**config.mk**
```make
export PLATFORM = sky130hd
export DESIGN_NAME = sseg_mux_driver
export DESIGN_NICKNAME = d
export VERILOG_FILES = /design/src/rtl/sseg_mux_driver.sv
export SDC_FILE = /design/constraint.sdc
export NUM_CORES = 1
export LEC_CHECK = 0
export ABC_AREA = 1
export BUFFER_PORTS_ARGS = -buffer_cell sky130_fd_sc_hd__buf_4
export CORE_ASPECT_RATIO = 1.1
export CORE_MARGIN = 5
export CORE_UTILIZATION = 35
export CTS_BUF_LIST = sky130_fd_sc_hd__clkbuf_8
export DETAILED_ROUTE_END_ITERATION = 10
export PLACE_DENSITY = 0.53
export SETUP_SLACK_MARGIN = 0.2
export SLEW_MARGIN = 5
export SYNTH_ARGS = -nofsm -noshare
export SYNTH_HDL_FRONTEND = slang
export SYNTH_SLANG_ARGS = --single-unit
```
**constraint.sdc**
```tcl
create_clock -name i_clk -period 2.1 [get_ports i_clk]
set_input_delay 0.105 -clock i_clk [delete_from_list [all_inputs] [get_ports i_clk]]
set_output_delay 0.105 -clock i_clk [all_outputs]
set_load 0.1 [all_outputs]
```
**src/rtl/sseg_mux_driver.sv**
```systemverilog
// Time-multiplexed driver for a 4-digit common-anode seven-segment display.
// Loads are staged in a pending register and applied only at frame boundaries.
module sseg_mux_driver #(
    parameter int unsigned REFRESH_DIV  = 100000,
    parameter int unsigned BLANK_CYCLES = 1000
) (
    input  logic        i_clk,
    input  logic        i_rst,
    input  logic [15:0] i_disp_value,
    input  logic [3:0]  i_disp_dp,
    input  logic [3:0]  i_disp_blank,
    input  logic        i_disp_load,
    output logic        o_disp_ack,
    output logic        o_frame_tick,
    output logic [6:0]  o_sseg_digit,
    output logic        o_sseg_dp,
    output logic [3:0]  o_sseg_selectn
);

    localparam int unsigned CntW = $clog2(REFRESH_DIV);

    typedef enum logic {StBlank, StDrive} state_t;

    state_t            r_state, w_state_d;
    logic [CntW-1:0]   r_cnt, w_cnt_d;
    logic [1:0]        r_idx, w_idx_d;

    logic [15:0]       r_pend_value, r_shadow_value, w_shadow_value_d;
    logic [3:0]        r_pend_dp, r_shadow_dp, w_shadow_dp_d;
    logic [3:0]        r_pend_blank, r_shadow_blank, w_shadow_blank_d;
    logic              r_pend;

    logic              w_cnt_end, w_blank_end, w_boundary;
    logic [3:0]        w_nibble;
    logic [3:0]        w_sel_d;
    logic [6:0]        w_seg_d;
    logic              w_dp_d;

    logic              r_disp_ack, r_frame_tick, r_sseg_dp;
    logic [6:0]        r_sseg_digit;
    logic [3:0]        r_sseg_selectn;

    function automatic logic [6:0] f_decode(input logic [3:0] i_nib);
        logic [6:0] seg;
        seg = 7'h7F;
        case (i_nib)
            4'h0: seg = 7'h40;
            4'h1: seg = 7'h79;
            4'h2: seg = 7'h24;
            4'h3: seg = 7'h30;
            4'h4: seg = 7'h19;
            4'h5: seg = 7'h12;
            4'h6: seg = 7'h02;
            4'h7: seg = 7'h78;
            4'h8: seg = 7'h00;
            4'h9: seg = 7'h10;
            4'hA: seg = 7'h08;
            4'hB: seg = 7'h03;
            4'hC: seg = 7'h46;
            4'hD: seg = 7'h21;
            4'hE: seg = 7'h06;
            4'hF: seg = 7'h0E;
            default: seg = 7'h7F;
        endcase
        return seg;
    endfunction

    assign w_cnt_end   = (r_cnt == CntW'(REFRESH_DIV - 1));
    assign w_blank_end = (r_cnt == CntW'(BLANK_CYCLES - 1));
    assign w_boundary  = w_cnt_end && (r_idx == 2'd3);

    always_comb begin
        w_state_d = r_state;
        w_cnt_d   = r_cnt + 1'b1;
        w_idx_d   = r_idx;
        if (w_cnt_end) begin
            w_cnt_d   = '0;
            w_idx_d   = r_idx + 2'd1;
            w_state_d = StBlank;
        end else if (r_state == StBlank && w_blank_end) begin
            w_state_d = StDrive;
        end
    end

    // A load in the boundary cycle itself bypasses the pending register.
    always_comb begin
        w_shadow_value_d = r_shadow_value;
        w_shadow_dp_d    = r_shadow_dp;
        w_shadow_blank_d = r_shadow_blank;
        if (w_boundary) begin
            if (i_disp_load) begin
                w_shadow_value_d = i_disp_value;
                w_shadow_dp_d    = i_disp_dp;
                w_shadow_blank_d = i_disp_blank;
            end else if (r_pend) begin
                w_shadow_value_d = r_pend_value;
                w_shadow_dp_d    = r_pend_dp;
                w_shadow_blank_d = r_pend_blank;
            end
        end
    end

    // Shadow never changes on a DRIVE entry edge, so reading r_shadow_* here is safe.
    always_comb begin
        w_nibble = r_shadow_value[{w_idx_d, 2'b00} +: 4];
        w_sel_d  = 4'hF;
        w_seg_d  = 7'h7F;
        w_dp_d   = 1'b1;
        if (w_state_d == StDrive && !r_shadow_blank[w_idx_d]) begin
            w_sel_d = ~(4'b0001 << w_idx_d);
            w_seg_d = f_decode(w_nibble);
            w_dp_d  = ~r_shadow_dp[w_idx_d];
        end
    end

    always_ff @(posedge i_clk or posedge i_rst) begin
        if (i_rst) begin
            r_state        <= StBlank;
            r_cnt          <= '0;
            r_idx          <= 2'd0;
            r_pend         <= 1'b0;
            r_pend_value   <= 16'h0000;
            r_pend_dp      <= 4'h0;
            r_pend_blank   <= 4'h0;
            r_shadow_value <= 16'h0000;
            r_shadow_dp    <= 4'h0;
            r_shadow_blank <= 4'hF;
            r_disp_ack     <= 1'b0;
            r_frame_tick   <= 1'b0;
            r_sseg_digit   <= 7'h7F;
            r_sseg_dp      <= 1'b1;
            r_sseg_selectn <= 4'hF;
        end else begin
            r_state        <= w_state_d;
            r_cnt          <= w_cnt_d;
            r_idx          <= w_idx_d;
            r_shadow_value <= w_shadow_value_d;
            r_shadow_dp    <= w_shadow_dp_d;
            r_shadow_blank <= w_shadow_blank_d;
            if (w_boundary) begin
                r_pend <= 1'b0;
            end else if (i_disp_load) begin
                r_pend       <= 1'b1;
                r_pend_value <= i_disp_value;
                r_pend_dp    <= i_disp_dp;
                r_pend_blank <= i_disp_blank;
            end
            r_disp_ack     <= w_boundary && (r_pend || i_disp_load);
            r_frame_tick   <= w_boundary;
            r_sseg_digit   <= w_seg_d;
            r_sseg_dp      <= w_dp_d;
            r_sseg_selectn <= w_sel_d;
        end
    end

    assign o_disp_ack     = r_disp_ack;
    assign o_frame_tick   = r_frame_tick;
    assign o_sseg_digit   = r_sseg_digit;
    assign o_sseg_dp      = r_sseg_dp;
    assign o_sseg_selectn = r_sseg_selectn;

endmodule

```
==> summary.txt, run 1 <==
Final layout
  – Core Util, Final: 0.495
  – Syn-to-layout area delta: 39.5%
  – Fill cells: 1135
  – Share of layout cells above drive strength 1: 0.357
  – Fin nets: 652
  – Fin area: 5900 um^2
  – Diodes inserted: 0

Timing
  – Min Tclk post-route: 2140 ps
  – Tcrit/Tclk final: 1.02
  – Worst setup margin: -44.9 ps
  – Final Skew: 14.3 ps
  – Hold Vio Cnt, Final: 0
  – Final setup vio count: 3
  – Hold Slack: 9.05 ps
  – RSZ-0062 raised after global routing: yes
  – Max Clock Freq: 0.466 GHz
  – Setup_tns: -79.3 ps
  – Pins Over Slew Limit: 0
  – Worst-Margin Slew: 510 ps
  – Relative slew slack: 0.659

Floorplanning
  – Die Area: 14400 um^2
  – Die W: 115 um
  – Row cnt: 42
  – Initial core utilization: 0.354
  – Die Y: 125 um
  – IO Pins: 41
  – Core area: 11900 um^2

Pwr
  – Pwr Density: 573 nW/um^2
  – Combinational share of power: 0.104
  – Sw Pwr: 0.000852 W
  – Lkg Pwr: 2.78 nW
  – Pwr Total: 0.00338 W
  – Seq pwr share: 0.503
  – Max rail drop VDD: 427 uV
  – Clk pwr share: 0.393
  – Internal: 0.00253 W
  – Switching share of power: 0.252

Place
  – DP HPWL: 6630 um
  – Placer Congestion: 0.852
  – IO Port Bufs: 40
  – Placed cell areas: 4870 um^2

Routing
  – Final WL: 10700 um
  – Post-route antenna net violation count: 0
  – Vias/cell: 4.63
  – Wire per inst: 13.8 um
  – DRT iter0 DRCs: 140
  – Via count: 3592
  – Pre-antenna DRT Iters: 4
  – DRC Markers: 0

Critical path
  – CP Launch Type: flop
  – CP arrival: 2440 ps
  – Worst Path Required: 2390 ps
  – Critical Setup Path Class: flop to flop
  – Highest fanout seen on the critical path: 7
  – CP endpoint kind: flop

CTS
  – Root Buffer: clkbuf_8
  – CTS HTree Levels: 3
  – TritonCTS buffer count: 9
  – CTS tree: yes
  – CTS Sinks: 83
  – Clock transition at the registers of the reported paths: 90 ps
  – Clock Latency Late Sink: 380 ps
  – Clk buf depth: 2

Synthesis
  – Post-synthesis register bit count: 83
  – Cell variety after synth: 33
  – Syn Inst Count: 513
  – Ys async rst share: 1.00
  – Post-Syn Area: 4230 um^2
  – Post-Syn Nets: 548
  – Top_reg_cell synth: dfrtp_1
  – Synth Area in Compound Gates: 0.109
  – Sequential share of the synthesized area: 0.496
  – Number of synthesized flops with an enable pin: 0
  – Multiplexer area fraction after synthesis: 0
  – Adder-cell share of the synthesized area: 0.0237
  – Xor/xnor cell area share of the yosys netlist: 0.0104
  – Synth warn: 0
  – Simple-gate share of the synthesized area: 0.274
  – Largest family of logic cells by synthesized area: simple AND/OR/NAND/NOR gates
  – Synthesized area per cell: 8.24 um^2

Global routing
  – First-pass GRT wire length: 16600 um
  – GR peak layer: met2
  – Vias in the first global route: 3560
  – Met1 GRT Util: 0.186
  – Grt total ovfl: 0
  – GRT Resource Usage Total: 0.142
  – Initial antenna violation count: 0
  – Largest net degree at the start of global routing: 52
  – Grt met3 use: 0.0256
  – Met2 usage: 0.228

Outcome
  – Failing checks: negative setup slack
  – Outcome: complete, but fails checks

Job
  – # Max-Cap Violations: 0

Hold path
  – Type of the most critical hold path: input port to flop
[critical path, stage by stage (launching register included)]
cell and delay, ps:
dfrtp_1 410, nor2_2 160, nand2_2 90, nor2_4 180
nand3_4 150, nand2_8 140, nand3_1 100, nand2_2 80
nand2_2 60, nand2_4 130, inv_6 60, ha_4 270
inv_2 30, nand3_2 40, nand2_1 50, nand2_1 70
nand3_2 60
[final timing paths]
path / startpoint / cells past startpoint / end / slack, ps
worst min register to register: r_shadow_blank[2] / 2 / r_shadow_blank[2] / 480
worst max-delay path: r_cnt[13] / 16 / o_sseg_digit[3] / -40
max in group asynchronous: i_rst / 4 / o_sseg_digit[4] / 1140
worst min-delay path: i_disp_value[9] / 3 / r_pend_value[9] / 9
worst max register to register: r_cnt[13] / 16 / o_sseg_digit[3] / -40
min in group asynchronous: i_rst / 3 / o_disp_ack / 320
[area by class of cell]
class / count / area, um^2 / share of cell area
repair buffers: 107 / 1010 / 0.171
clock inverters: 6 / 87.6 / 0.0148
repair inverters: 2 / 25.0 / 0.00424
well taps: 154 / 193 / 0.0327
clock buffers: 10 / 138 / 0.0233
flip-flops and latches: 83 / 2100 / 0.355
multi-input cells: 349 / 2070 / 0.352
inverters: 65 / 275 / 0.0467
[routing by layer]
metal  wire length (um)  part of all wire
met4                256             0.024
met3                310             0.029
met5                  0                 0
met1               4790              0.45
met2               5380              0.50
[synthesized netlist by cell type (8+ instances only)]
library cell	instances	area share
clkbuf_1	9	0.0080
dfrtp_1	67	0.40
nand3_1	36	0.043
nand2_1	146	0.13
dfstp_2	16	0.099
ha_1	8	0.024
inv_1	60	0.053
o21ai_0	61	0.072
o21ai_1	16	0.019
nor2_1	20	0.018
nand2_2	9	0.013
[repair_timing]
action / 4_1_cts / 5_1_grt
gates cloned: 3 / 9
pin swaps: 10 / 22
hold buffers: 10 / 0
endpoints found under the setup margin: 61 / 64
resized for setup: 30 / 61
buffers inserted: 12 / 12
endpoints found under the hold margin: 29 / 0
[cells in the final DEF (no fill, tap or decap), types with 3 or more instances in the layout]
cell type      count
a21oi_1            6
buf_12             4
buf_4             77
buf_6             11
clkbuf_16          4
clkbuf_8          10
dfrtp_1           67
dfstp_2           16
dlygate4sd3_1     10
ha_4               5
inv_1             55
inv_2              4
inv_6              4
nand2_1          132
nand2_2           19
nand2_4            7
nand2_8            3
nand3_1           26
nand3_2           13
nand3_4            3
nand3b_1           3
nand4_1            4
nor2_1            12
nor2_2            10
nor2_4             7
nor3_1             5
o21ai_0           53
o21ai_1           16
o21ai_2            8
xor2_1             5
[through the flow]
stage	cells	setup WS [ps]
3_5_place_dp	714	-47.9
6_report	776	-44.9
5_1_grt	776	-170
3_3_place_gp	714	23.8
2_1_floorplan	513	14.9
4_1_cts	755	5.36
[registers in the layout (all words and copies together) (netlist names), 2 cells and up]
name	count
r_cnt	17
r_pend_value	16
r_shadow_value	16
o_sseg_digit	7
o_sseg_selectn	4
r_pend_blank	4
r_pend_dp	4
r_shadow_blank	4
r_shadow_dp	4
r_idx	2
[power groups by stage]
stage / logic, W / registers (W) / clock network [W]
after global routing: 0.000402 / 0.00171 / 0.00143
after global placement: 0.000269 / 0.00173 / 0
after floorplan: 0.000181 / 0.00172 / 0
after detailed placement: 0.000271 / 0.00173 / 0
final: 0.000353 / 0.00170 / 0.00133
after CTS: 0.000309 / 0.00170 / 0.00136
[kinds of logic after synthesis]
family,after synthesis
AOI/OAI and AO/OA,88
xor gates and xnor gates,5
adders and majority gates,8
buffers and inverters,83
DFF,83
and+or+nand+nor,246
No activity file was read; power rests on OpenSTA's default activity.
==> run 2: changes to the inputs <==
--- a/config.mk
+++ b/config.mk
@@ -9,10 +9,10 @@
 export BUFFER_PORTS_ARGS = -buffer_cell sky130_fd_sc_hd__buf_4
 export CORE_ASPECT_RATIO = 1.1
 export CORE_MARGIN = 5
-export CORE_UTILIZATION = 35
+export CORE_UTILIZATION = 40
 export CTS_BUF_LIST = sky130_fd_sc_hd__clkbuf_8
 export DETAILED_ROUTE_END_ITERATION = 10
-export PLACE_DENSITY = 0.53
+export PLACE_DENSITY = 0.59
 export SETUP_SLACK_MARGIN = 0.2
 export SLEW_MARGIN = 5
 export SYNTH_ARGS = -nofsm -noshare
==> run 2 against run 1 <==
Net effect:
- the run still ends with negative setup slack left
- worst setup slack better by 43 ps
- critical endpoint is now o_sseg_digit[1]
- worst hold slack better by 16 ps
- maximum frequency is 2.1% higher
- cell area is 7.8% lower
- sequential share of layout area is 3.0 points higher
- critical path type unchanged
- register-to-register slack better by 40 ps
==> summary.txt, run 2 (synthesis gave the netlist of run 1 again) <==
Critical path
  – R2r startpoint: r_cnt[1]
  – Worst reg2reg setup slack: -2 ps (+40 ps)
  – Buf+Inv Stages, Crit Path: 4 (+2)
  – Crit-path leading delay family: simple AND/OR/NAND/NOR gates
  – Worst setup startpoint: r_cnt[1]
  – CP Launch Type: flop
  – CP Capture Point: o_sseg_digit[1]
  – Worst Path Required: 2380 ps (about the same)
  – CP endpoint kind: flop
  – WP depth: 16 (unchanged)
  – Worst R2R End: o_sseg_digit[1]
  – Max incr delay on CP: 410 ps (about the same)
  – CP max-delay cell: dfrtp_1
  – CP arrival: 2380 ps (-60 ps)
  – Critical Setup Path Class: flop to flop
  – Highest fanout seen on the critical path: 5 (-2)
  – Worst Reg-to-Reg Cells: 16 (unchanged)
  – CP cell instances: ha_4 > nand3_4 > nor2_4 > nand3_4 > buf_4 > nand2_2 > o21ai_4 > buf_4 > nand2_1 > inv_2 > nand2_2 > nand2_4 > nor2_4 > nand2_1 > inv_1 > nand2_1
  – Most frequent CP cell: nand2_1

Timing
  – Worst-Margin Slew: 439 ps (-71.1 ps)
  – RSZ-0062 raised after global routing: yes
  – Pins Over Slew Limit: 0 (unchanged)
  – Relative slew slack: 0.707 (+0.0481)
  – Tcrit/Tclk final: 1.00 (-0.0207)
  – Setup_tns: -1.51 ps (+77.8 ps)
  – Final Skew: 11.4 ps (-2.89 ps)
  – Min Tclk post-route: 2100 ps (-43.4 ps)
  – Max Clock Freq: 0.476 GHz (+2.1%)
  – Final setup vio count: 1 (-2)
  – Worst setup margin: -1.51 ps (+43.4 ps)
  – Hold Vio Cnt, Final: 0 (unchanged)

Final layout
  – Diodes inserted: 0 (unchanged)
  – Fin nets: 622 (-4.6%)
  – Biggest regs: r_cnt x17, r_pend_value x16, r_shadow_value x16
  – Max reg flops: 17 (unchanged)
  – Fin cells: 734 (-5.4%)
  – Top reg by flops: r_cnt
  – Most common cell after layout, fill and taps aside: nand2_1
  – Most frequent cells in the layout: nand2_1 (132), buf_4 (67), dfrtp_1 (67)
  – Syn-to-layout area delta: 28.6%
  – Share of layout cells above drive strength 1: 0.294 (-0.0625)

Hold path
  – Type of the most critical hold path: input port to flop
  – Worst min-delay path startpoint: i_disp_value[14]

CTS
  – CTS HTree Levels: 3 (unchanged)
  – Root Buffer: clkbuf_8
  – CTS tree: yes
  – CTS Sinks: 83 (unchanged)
  – Clock Latency Late Sink: 360 ps (-20 ps)
  – TritonCTS buffer count: 9 (unchanged)
  – Clock transition at the registers of the reported paths: 90 ps (about the same)
  – Clk buf depth: 2 (unchanged)

Routing
  – Via count: 3427 (-4.6%)
  – DRT iter0 DRCs: 174 (+24%)
  – Post-route antenna net violation count: 0 (unchanged)
  – Final WL: 9090 um (-15%)
  – Vias/cell: 4.67 (+0.87%)
  – DRC Markers: 0 (unchanged)
  – Wire per inst: 12.4 um (-11%)
  – Pre-antenna DRT Iters: 5 (+1)

Global routing
  – Initial antenna violation count: 0 (unchanged)
  – Grt total ovfl: 0 (unchanged)
  – First-pass GRT wire length: 15500 um (-6.7%)
  – GRT Resource Usage Total: 0.151 (+0.00890)
  – Vias in the first global route: 3276 (-8.0%)
  – Largest net degree at the start of global routing: 84 (+62%)

Floorplanning
  – Die Area: 12700 um^2 (-11%)
  – IO Pins: 41 (unchanged)
  – Die Y: 118 um (-5.9%)
  – Die W: 108 um (-5.9%)
  – Row cnt: 39 (-7.1%)
  – Initial core utilization: 0.409 (+0.0543)
  – Core area: 10300 um^2 (-13%)

Outcome
  – Failing checks: negative setup slack
  – Outcome: complete, but fails checks

Pwr
  – Lkg Pwr: 2.56 nW (-8.0%)
  – Pwr Density: 579 nW/um^2 (+0.95%)
  – Pwr Total: 0.00315 W (-7.0%)
  – Max rail drop VDD: 353 uV (-17%)

Place
  – Placer Congestion: 0.906 (+6.3%)
  – DP HPWL: 6070 um (-8.4%)
  – Dpl cells: 696 (-2.5%)
  – IO Port Bufs: 40 (unchanged)

Job
  – # Max-Cap Violations: 0 (unchanged)
-- run 2: changes by cell type in the layout (fill, tap and decap cells not counted), moves of 2 or more --
cell           previous run  this run
nand3_2                  13        10
dlygate4sd3_1            10         4
ha_1                      1         3
buf_4                    77        67
clkbuf_16                 4         1
buf_6                    11         1
nor2_2                   10         5
nor2_1                   12        18
o21ai_0                  53        60
o21ai_2                   8         0
inv_1                    55        58
nand3_1                  26        29
-- run 2: how the worst min path moves through the flow --
stage                                  end  slack [ps]  cells after the start
after floorplan           r_pend_value[11]         270                      2
after global placement        o_frame_tick         270                      3
after detailed placement          r_cnt[1]         270                      3
after CTS                     r_pend_dp[2]           1                      3
after global routing      r_pend_value[11]          10                      3
final                     r_pend_value[14]          20                      3
-- run 2: cell type report --
type / instances / area [um^2]
well taps: 143 / 179
clock inverters: 5 / 55.1
repair buffers: 80 / 734
multi-input cells: 348 / 1970
flip-flops and latches: 83 / 2100
fillers: 997 / 4910
inverters: 65 / 265
clock buffers: 10 / 138
-- run 2: timing repair --
item | CTS | global route
cloned | 3 | 1
setup buffers | 5 | 10
hold buffers | 2 | 2
resized for setup | 27 | 17
endpoints found under the hold margin | 68 | 2
pin swaps | 11 | 14
setup endpoints to repair | 62 | 62
-- run 2: worst register-to-register path: stages, from the launching register on --
cell	delay [ps]
dfrtp_1	410
ha_4	170
nand3_4	90
nor2_4	160
nand3_4	140
buf_4	170
nand2_2	60
o21ai_4	80
buf_4	170
nand2_1	70
inv_2	50
nand2_2	80
nand2_4	70
nor2_4	150
nand2_1	70
inv_1	50
nand2_1	40
-- run 2: per-stage QoR --
step	setup WS [ps]	utilization	cell area (um^2)	hold WS, ps
floorplan	14.9	-	4290	267
CTS	-1.69	0.506	5240	1.06
global placement	36.6	0.466	4820	266
detailed placement	-40.2	0.466	4820	273
finish	-1.51	0.526	5440	24.8
global route	-140	0.526	5440	10.1
-- run 2: per-layer routing --
layer / vias up / part of all wire / global-route usage
li1: 1783 / - / -
met1: 1572 / 0.47 / 0.207
met2: 58 / 0.48 / 0.230
met3: 14 / 0.037 / 0.0395
met4: 0 / 0.021 / 0.0545
met5: - / 0 / 0
-- run 2: where the power goes --
group | internal (W) | switching (W) | total [W]
combinational | 0.000142 | 0.000173 | 0.000316
clock | 0.000571 | 0.000559 | 0.00113
sequential | 0.00167 | 0.0000353 | 0.00170
total | 0.00238 | 0.000768 | 0.00315
==> run 3: changes to the inputs <==
--- a/config.mk
+++ b/config.mk
@@ -13,6 +13,7 @@
 export CTS_BUF_LIST = sky130_fd_sc_hd__clkbuf_8
 export DETAILED_ROUTE_END_ITERATION = 10
 export PLACE_DENSITY = 0.59
+export REMOVE_ABC_BUFFERS = 1
 export SETUP_SLACK_MARGIN = 0.2
 export SLEW_MARGIN = 5
 export SYNTH_ARGS = -nofsm -noshare
==> run 3 against run 2 <==
Net effect:
- the flow still finishes with violations (negative setup slack)
- worst setup slack lost 40 ps
- largest power group unchanged
- via count grew 8.3%
- critical path depth fell by 2
- count of clock-buffer cells in the layout decreased by 1
- clock power shrank 5%
==> summary.txt, run 3 (synthesis gave the netlist of run 1 again) <==
Hold path
  – Worst Hold End: r_pend_value[3]
  – Hold path cells: 3 (unchanged)
  – Worst min-delay path startpoint: i_disp_value[3]
  – Type of the most critical hold path: input port to flop

CTS
  – CTS HTree Levels: 3 (unchanged)
  – CTS tree: yes
  – TritonCTS buffer count: 9 (unchanged)
  – CTS Sinks: 83 (unchanged)
  – Root Buffer: clkbuf_8
  – Clock Latency Late Sink: 370 ps (about the same)
  – Clock transition at the registers of the reported paths: 100 ps (about the same)
  – Clk buf depth: 2 (unchanged)

Routing
  – Post-route antenna net violation count: 0 (unchanged)
  – Pre-antenna DRT Iters: 4 (-1)
  – DRT iter0 DRCs: 161 (-7.5%)
  – DR top layer: met4
  – Routed wl met3: 286 um (-15%)
  – Vias/cell: 4.79 (+2.6%)
  – DRC Markers: 0 (unchanged)
  – Wire per inst: 14.4 um (+16%)
  – Met1 wire length: 4700 um (+11%)
  – Final WL: 11200 um (+23%)
  – Via count: 3711 (+8.3%)
  – Metal2 WL: 5910 um (+37%)

Final layout
  – Share of layout cells above drive strength 1: 0.429 (+0.134)
  – Core Util, Final: 0.593 (+0.0680)
  – Biggest regs: r_cnt x17, r_pend_value x16, r_shadow_value x16
  – Diodes inserted: 0 (unchanged)
  – Max reg flops: 17 (unchanged)
  – Syn-to-layout area delta: 45.2%
  – Fin cells: 775 (+5.6%)
  – Top reg by flops: r_cnt
  – Fin nets: 662 (+6.4%)
  – Most frequent cells in the layout: nand2_1 (112), buf_4 (91), dfrtp_1 (67)
  – Most common cell after layout, fill and taps aside: nand2_1

Floorplanning
  – Core area: 10300 um^2 (unchanged)
  – Die Y: 118 um (unchanged)
  – Initial core utilization: 0.409 (unchanged)
  – Row cnt: 39 (unchanged)
  – IO Pins: 41 (unchanged)
  – Die W: 108 um (unchanged)
  – Die Area: 12700 um^2 (unchanged)

Pwr
  – Pwr Density: 509 nW/um^2 (-12%)
  – Lkg Pwr: 2.90 nW (+13%)
  – Internal: 0.00225 W (-5.6%)
  – Sw Pwr: 0.000878 W (+14%)
  – Pwr Total: 0.00312 W (-0.71%)
  – Seq pwr share: 0.547 (+0.007)
  – Combinational share of power: 0.109 (+0.009)
  – Switching share of power: 0.281 (+0.0369)
  – Clk pwr share: 0.344 (-0.015)
  – Max rail drop VDD: 384 uV (+8.9%)

Global routing
  – First-pass GRT wire length: 17000 um (+10%)
  – GRT Resource Usage Total: 0.167 (+0.0164)
  – Vias in the first global route: 3597 (+9.8%)
  – Grt total ovfl: 0 (unchanged)
  – Initial antenna violation count: 0 (unchanged)
  – Largest net degree at the start of global routing: 55 (-35%)

Place
  – IO Port Bufs: 40 (unchanged)
  – Dpl cells: 720 (+3.4%)
  – Placer Congestion: 0.858 (-5.3%)
  – DP HPWL: 6760 um (+11%)

Timing
  – Max Clock Freq: 0.467 GHz (-1.9%)
  – Relative slew slack: 0.705 (-0.00218)
  – Min Tclk post-route: 2140 ps (+40.2 ps)
  – Final Skew: 14.4 ps (+2.99 ps)
  – Tcrit/Tclk final: 1.02 (+0.0192)
  – Worst setup margin: -41.8 ps (-40.2 ps)
  – Hold Vio Cnt, Final: 0 (unchanged)
  – Worst-Margin Slew: 442 ps (+3.27 ps)
  – Pins Over Slew Limit: 0 (unchanged)
  – Final setup vio count: 3 (+2)
  – RSZ-0062 raised after global routing: yes

Critical path
  – CP arrival: 2440 ps (+60 ps)
  – CP endpoint kind: flop
  – CP cell instances: ha_4 > nand3_4 > nor2_4 > nand3_4 > nand2_8 > nand3_1 > nand3_4 > nand2_8 > buf_6 > ha_4 > nand3_1 > nand3_1 > nand2_1 > nand2_1
  – Max incr delay on CP: 410 ps (about the same)
  – Critical Setup Path Class: flop to flop
  – Highest fanout seen on the critical path: 7 (+2)
  – Worst Reg-to-Reg Cells: 14 (-2)
  – Worst reg2reg setup slack: -40 ps (-40 ps)
  – CP max-delay cell: dfrtp_1
  – R2r startpoint: r_cnt[0]
  – Worst R2R End: o_sseg_digit[0]
  – Worst Path Required: 2400 ps (+20 ps)
  – CP Launch Type: flop

Outcome
  – Outcome: complete, but fails checks
  – Failing checks: negative setup slack

Job
  – # Max-Cap Violations: 0 (unchanged)
-- run 3: changes by cell type in the layout (fill, tap and decap cells not counted), moves of 7 or more --
cell,delta
o21ai_2,+12
nand2_4,+12
o21ai_0,-7
nand2_1,-20
nand2_2,+7
buf_6,+15
buf_4,+24
-- run 3: worst max path at each step --
stage | slack, ps | start | endpoint | cells past startpoint
after floorplan | -190 | r_cnt[0] | o_sseg_digit[3] | 16
after global placement | -50 | r_cnt[0] | o_sseg_digit[4] | 13
after detailed placement | -130 | r_cnt[1] | o_sseg_digit[4] | 13
after CTS | 8 | r_cnt[13] | o_sseg_digit[3] | 17
after global routing | -190 | r_cnt[0] | o_sseg_digit[5] | 14
final | -40 | r_cnt[0] | o_sseg_digit[0] | 14
-- run 3: timing repair --
action / CTS / global route
hold endpoints to repair: 67 / 0
buffers inserted: 10 / 21
cloned: 2 / 5
endpoints found under the setup margin: 63 / 62
pin swaps: 24 / 36
hold buffers: 1 / 0
resized for setup: 54 / 114
-- run 3: per-layer routing --
layer,global-route usage,vias up
li1,-,1869
met1,0.212,1776
met2,0.279,53
met3,0.0313,13
met4,0.0695,0
met5,0,-
-- run 3: layout make-up --
cell class	instances	area, um^2
fill	913	4210
clock buffer	9	124
multi-input combinational	349	2310
sequential	83	2100
tap	143	179
clock inverter	7	53.8
inverter	65	275
timing repair inverter	3	55.1
timing repair buffer	116	1050
-- run 3: worst max-delay path, delay by kind of cell, from the launching register on --
family                   cells  cell delay [ps]
adder cells (fa/ha/maj)      2              320
flip-flops                   1              410
buffers and inverters        1              120
AND/OR/NAND/NOR             11             1190
-- run 3: per-stage QoR --
step / cell area [um^2] / setup TNS, ps / setup slack (ps) / hold slack [ps]
2_1_floorplan: 4110 / -9000 / -193 / 242
3_3_place_gp: 4930 / -120 / -51.6 / 4.76
3_5_place_dp: 4930 / -701 / -134 / 6.45
4_1_cts: 5450 / 0 / 8.40 / 0.961
5_1_grt: 6140 / -1430 / -188 / 32.7
6_report: 6140 / -96.5 / -41.8 / 15.0
-- run 3: power groups by stage --
stage	combinational [W]	sequential [W]	clock, W
floorplan	0.000162	0.00172	0
global route	0.000389	0.00172	0.00116
finish	0.000342	0.00171	0.00107
detailed placement	0.000272	0.00173	0
CTS	0.000302	0.00170	0.00110
global placement	0.000267	0.00173	0
